`src/rtl/data_mem_responder.sv`:
```
// data_mem_responder
//   Handshaked, multi-cycle data RAM for the core's load/store unit. Accepts one
//   request at a time, waits WAIT_CYCLES extra cycles, performs the access with
//   RV32I byte/half/word lane handling, then holds the response until taken.
// Ports
//   clk, reset                    clock, synchronous active-high reset
//   i_req_valid / o_req_ready     request handshake
//   i_req_write                   1 = store, 0 = load
//   i_req_addr                    byte address
//   i_req_funct3                  RV32I funct3 (size and sign)
//   i_req_wdata                   store data, lane 0 aligned
//   o_rsp_valid / i_rsp_ready     response handshake
//   o_rsp_rdata                   formatted load data (0 for stores and errors)
//   o_rsp_error                   misaligned, out-of-range or illegal funct3
module data_mem_responder #(
  parameter int DEPTH_WORDS = 32,
  parameter int WAIT_CYCLES = 2
) (
  input  logic        clk,
  input  logic        reset,
  input  logic        i_req_valid,
  output logic        o_req_ready,
  input  logic        i_req_write,
  input  logic [31:0] i_req_addr,
  input  logic [2:0]  i_req_funct3,
  input  logic [31:0] i_req_wdata,
  output logic        o_rsp_valid,
  input  logic        i_rsp_ready,
  output logic [31:0] o_rsp_rdata,
  output logic        o_rsp_error
);

  localparam int          IDXW    = (DEPTH_WORDS > 1) ? $clog2(DEPTH_WORDS) : 1;
  localparam logic [29:0] DEPTH_L = 30'(DEPTH_WORDS);
  localparam logic [3:0]  WAIT_L  = 4'(WAIT_CYCLES);

  typedef enum logic [1:0] {IDLE, WAIT, RESP} state_t;

  state_t      state;
  logic [3:0]  cnt;
  logic        wr_q;
  logic [31:0] addr_q;
  logic [2:0]  f3_q;
  logic [31:0] wdata_q;
  logic        rsp_valid_q;
  logic [31:0] rdata_q;
  logic        err_q;

  logic [31:0] mem [DEPTH_WORDS];

  logic [IDXW-1:0] idx;
  logic            err;
  logic            access;
  logic [31:0]     word;
  logic [7:0]      lane_b;
  logic [15:0]     lane_h;
  logic [31:0]     ld_data;
  logic [3:0]      be;
  logic [31:0]     wline;

  assign idx    = addr_q[2 +: IDXW];
  // Access happens on the edge where the wait counter is already exhausted;
  // a reset on that same edge cancels the store.
  assign access = (state == WAIT) && (cnt == '0) && !reset;

  always_comb begin
    err = 1'b0;
    if (wr_q) begin
      if (f3_q > 3'd2) err = 1'b1;
    end else if (f3_q == 3'd3 || f3_q == 3'd6 || f3_q == 3'd7) begin
      err = 1'b1;
    end
    if (f3_q[1:0] == 2'd1 && addr_q[0]) err = 1'b1;
    if (f3_q[1:0] == 2'd2 && addr_q[1:0] != 2'd0) err = 1'b1;
    if (addr_q[31:2] >= DEPTH_L) err = 1'b1;
  end

  always_comb begin
    word    = mem[idx];
    lane_b  = word[{addr_q[1:0], 3'b000} +: 8];
    lane_h  = word[{addr_q[1], 4'b0000} +: 16];
    ld_data = '0;
    if (!err && !wr_q) begin
      case (f3_q)
        3'd0:    ld_data = {{24{lane_b[7]}}, lane_b};
        3'd1:    ld_data = {{16{lane_h[15]}}, lane_h};
        3'd2:    ld_data = word;
        3'd4:    ld_data = {24'd0, lane_b};
        3'd5:    ld_data = {16'd0, lane_h};
        default: ld_data = '0;
      endcase
    end
  end

  always_comb begin
    be    = 4'b1111;
    wline = wdata_q;
    case (f3_q[1:0])
      2'd0: begin
        be    = 4'b0001 << addr_q[1:0];
        wline = {4{wdata_q[7:0]}};
      end
      2'd1: begin
        be    = addr_q[1] ? 4'b1100 : 4'b0011;
        wline = {2{wdata_q[15:0]}};
      end
      default: begin
        be    = 4'b1111;
        wline = wdata_q;
      end
    endcase
  end

  // RAM has no reset so it maps onto block memory.
  always_ff @(posedge clk) begin
    if (access && wr_q && !err) begin
      for (int unsigned i = 0; i < 4; i++) begin
        if (be[i]) mem[idx][8*i +: 8] <= wline[8*i +: 8];
      end
    end
  end

  always_ff @(posedge clk) begin
    if (reset) begin
      state       <= IDLE;
      cnt         <= '0;
      wr_q        <= 1'b0;
      addr_q      <= '0;
      f3_q        <= '0;
      wdata_q     <= '0;
      rsp_valid_q <= 1'b0;
      rdata_q     <= '0;
      err_q       <= 1'b0;
    end else begin
      case (state)
        IDLE: begin
          if (i_req_valid) begin
            wr_q    <= i_req_write;
            addr_q  <= i_req_addr;
            f3_q    <= i_req_funct3;
            wdata_q <= i_req_wdata;
            cnt     <= WAIT_L;
            state   <= WAIT;
          end
        end
        WAIT: begin
          if (cnt == '0) begin
            rsp_valid_q <= 1'b1;
            rdata_q     <= ld_data;
            err_q       <= err;
            state       <= RESP;
          end else begin
            cnt <= cnt - 4'd1;
          end
        end
        RESP: begin
          if (i_rsp_ready) begin
            rsp_valid_q <= 1'b0;
            rdata_q     <= '0;
            err_q       <= 1'b0;
            state       <= IDLE;
          end
        end
        default: state <= IDLE;
      endcase
    end
  end

  assign o_req_ready = (state == IDLE) && !reset;
  assign o_rsp_valid = rsp_valid_q && !reset;
  assign o_rsp_rdata = reset ? '0 : rdata_q;
  assign o_rsp_error = err_q && !reset;

endmodule

```
`config.mk`:
```
export PLATFORM = sky130hd
export DESIGN_NAME = data_mem_responder
export DESIGN_NICKNAME = d
export VERILOG_FILES = /design/src/rtl/data_mem_responder.sv
export SDC_FILE = /design/constraint.sdc
export NUM_CORES = 1
export LEC_CHECK = 0
export CAP_MARGIN = 20
export CORE_MARGIN = 2
export CORE_UTILIZATION = 40
export DETAILED_ROUTE_END_ITERATION = 12
export GPL_TIMING_DRIVEN = 0
export SLEW_MARGIN = 0
export SYNTH_ARGS = -nofsm -noshare
export SYNTH_HDL_FRONTEND = slang
export SYNTH_SLANG_ARGS = --single-unit
```
`constraint.sdc`:
```
create_clock -name clk -period 3.7 [get_ports clk]
set_clock_uncertainty 0.05 [all_clocks]
set_input_delay 1.11 -clock clk [delete_from_list [all_inputs] [get_ports clk]]
set_output_delay 1.11 -clock clk [all_outputs]
set_load 0.01 [all_outputs]
```
==> reports/qor.yml <==
nets: 2930
crit_slowest_cell: "nor2_2"
drv_cap: 0
rr_startpoint: "cnt[0]"
postSynth.asyncResetShare_pct: 0
fin_tns_setup_ns: -4.77
gp_congestion: 0.944
grt_first_pass_wirelength_um: 188000
cp_slowest_stage_delay_ns: 0.64
synth-edff-count: 1024
synth_seq_cells: 1137
required_ns: 3.98
synth_top_family_by_area: "multiplexers"
grt_pass1_vias: 26218
failed_checks: "setup timing"
start_util_pct: 40.2
hold_viol: 0
core_um2: 112000
grt_usage_pct: 22.9
min_path_type: "reg2reg"
mappedNetlistArea_um2: 45000
cts_max_level: 3
grt_overflow: 0
yosys-top-cells-count: "1024 x edfxtp_1, 224 x mux2i_1, 204 x nand2_1"
hp-start: "addr_q[25]"
synth_cell_types: 63
fin_ws_ns: -0.114
die_x_um: 339
grt_max_degree: 37
synth_xor_area_share_pct: 0.0389
drive_gt1_share_pct: 21.2
critical_path_depth: 9
ir_drop_mv: 0.337
cts.sinks: 1137
synth_nets: 2693
synthMuxAreaShare_pct: 13.0
crit_top_cell: "inv_1"
fin_crit_ns: 3.81
status: "finished, violations left"
synth_compound_area_share_pct: 6.15
yosysMostFrequentCell: "edfxtp_1"
boundaryPins: 107
synth_top_area_share_pct: 68.3
via_per_inst: 5.87
fp-row-count: 123
crit_fanout: 10
setup_violations: 62
synth_cells: 2619
clk_latency_ns: 0.71
drt-pass1-iter-count: 6
synth-adder-area-share_pct: 0.0556
cts.path.max_buffers: 3
critPathTopFamily: "simple AND/OR/NAND/NOR gates"
clk_pin_slew_ns: 0.06
synthToLayoutAreaGrowth_pct: 16.9
slew_viol_final: 0
crit_buf_inv: 3
cp.arrival_ns: 4.10
reg2reg_to: "mem[13][5]"
rrSetupSlack_ns: -0.11
hold_path_depth: 2
yosys_warnings: 0
powerDensity_nw_per_um2: 531
clk_root_buffer_cell: "clkbuf_16"
yosys.area_share.simple_pct: 5.19
dr_total_vias: 26114
clock.fmax_mhz: 262
leakage_nw: 16.8
drt-total-wl_um: 134000
dieArea_um2: 115000
cp_cell_sequence: "inv_1 > ha_1 > or3b_1 > or3_1 > inv_1 > and3_1 > o21ai_1 > clkbuf_1 > nor2_2"
ys.flop_type: "edfxtp_1"
synth-seq-area-share_pct: 73.4
p_total_mw: 27.9
drc_errors: 0
ant_nets: 0
start_kind: "register"
worst_slew_pin_slew_ns: 1.09
hold_path_end: "addr_q[25]"
antenna_found_initial: 4
max_slew_margin_pct: 26.8
ff2ff_path_depth: 9
rsz0062_at_grt: "true"
synth_area_leaders: "edfxtp_1 68%, mux4_2 7.6%, dfxtp_1 5.0%"
dp_hpwl_um: 94500
end_kind: "register"
cts_tree: "yes"
wire_per_inst_um: 30.1
fin_crit_sh_pct: 103
syn-mean-instance-area_um2: 17.2
netlist.top_cell.by_area: "edfxtp_1"
io_buffers: 106
criticalPathCategory: "reg2reg"
cts_buffers: 112
drtIter0Drc: 3533
pre_cts_ws_ns: -1.51
die_y_um: 339
==> report_power, final <==
| part | total, mW | internal, mW | switching (mW) | leakage [nW] |
|---|---|---|---|---|
| sequential | 14.3 | 14.2 | 0.103 | 10.5 |
| clock | 11.1 | 6.17 | 4.89 | 1.75 |
| combinational | 2.56 | 0.824 | 1.73 | 4.56 |
==> worst reg2reg max path, stage by stage, from the launching register on <==
cell	delay, ns
dfxtp_1	0.35
inv_1	0.10
ha_1	0.14
or3b_1	0.47
or3_1	0.46
inv_1	0.13
and3_1	0.26
o21ai_1	0.33
clkbuf_1	0.50
nor2_2	0.64
==> worst max path at each step <==
stage / startpoint / to / slack, ns
2_1_floorplan: reset / o_req_ready / 0.18
3_3_place_gp: wdata_q[4] / mem[10][28] / -1.59
3_5_place_dp: reset / o_req_ready / -1.51
4_1_cts: cnt[0] / mem[11][8] / -0.16
5_1_grt: cnt[0] / mem[13][5] / -0.20
6_report: cnt[0] / mem[13][5] / -0.11
==> cell usage in the layout, fill, tap and decap left out, drive strengths merged, types with 26 or more instances in the layout <==
cell,Yosys,final
a211oi,26,26
a21oi,118,118
a22oi,84,84
buf,91,109
clkbuf,79,226
clkdlybuf4s50,0,80
clkinv,0,46
dfxtp,113,113
edfxtp,1024,1024
mux2i,224,224
mux4,151,151
nand2,205,205
nor2,157,157
nor2b,46,46
o221ai,37,37
o32ai,26,26
==> metrics by stage <==
stage	cell area (um^2)	hold WS (ns)	utilization [%]	std cells
5_1_grt	52600	0.429	46.9	4447
3_3_place_gp	47900	0.396	42.8	4225
6_report	52600	0.407	46.9	4450
4_1_cts	52100	0.408	46.5	4448
2_1_floorplan	45000	0.383	-	2619
3_5_place_dp	48200	0.399	43.0	4242
==> what timing repair did <==
action / 4_1_cts / 5_1_grt
buffers inserted: 1 / 0
endpoints found under the setup margin: 477 / 851
gates cloned: 0 / 0
hold buffers: 0 / 0
gates resized for setup: 144 / 153
pin swaps: 1 / 0
==> registers in the layout (all words and copies together), names as in the netlist, named ones only <==
| register | flops |
|---|---|
| cnt | 4 |
| addr_q | 32 |
| rdata_q | 32 |
| f3_q | 3 |
| err_q | 1 |
| state | 2 |
| rsp_valid_q | 1 |
| wr_q | 1 |
| wdata_q | 32 |
| mem | 1024 |
==> final cells by class <==
class | instances | area [um^2]
inverter | 11 | 41.3
antenna | 3 | 7.51
tap | 1500 | 1880
clock inverter | 58 | 492
buffer | 168 | 1040
fill | 9533 | 59400
timing repair buffer | 125 | 1370
sequential | 1137 | 33000
clock buffer | 147 | 3050
multi-input combinational | 1301 | 11700
==> layer usage <==
layer	track usage, %	vias to the layer above	wire length [um]
li1	-	10894	-
met1	31.2	13440	53900
met2	35.6	1492	61500
met3	4.99	286	13100
met4	9.59	2	5570
met5	0	-	17
==> logic make-up after synthesis <==
group | count (synthesis)
AOI/OAI and AO/OA | 395
buffers and inverters | 181
DFF | 1137
xor gates and xnor gates | 2
muxes | 393
adders and majority gates | 2
and+or+nand+nor | 509
Note: power is estimated with default switching activity, not from simulation.
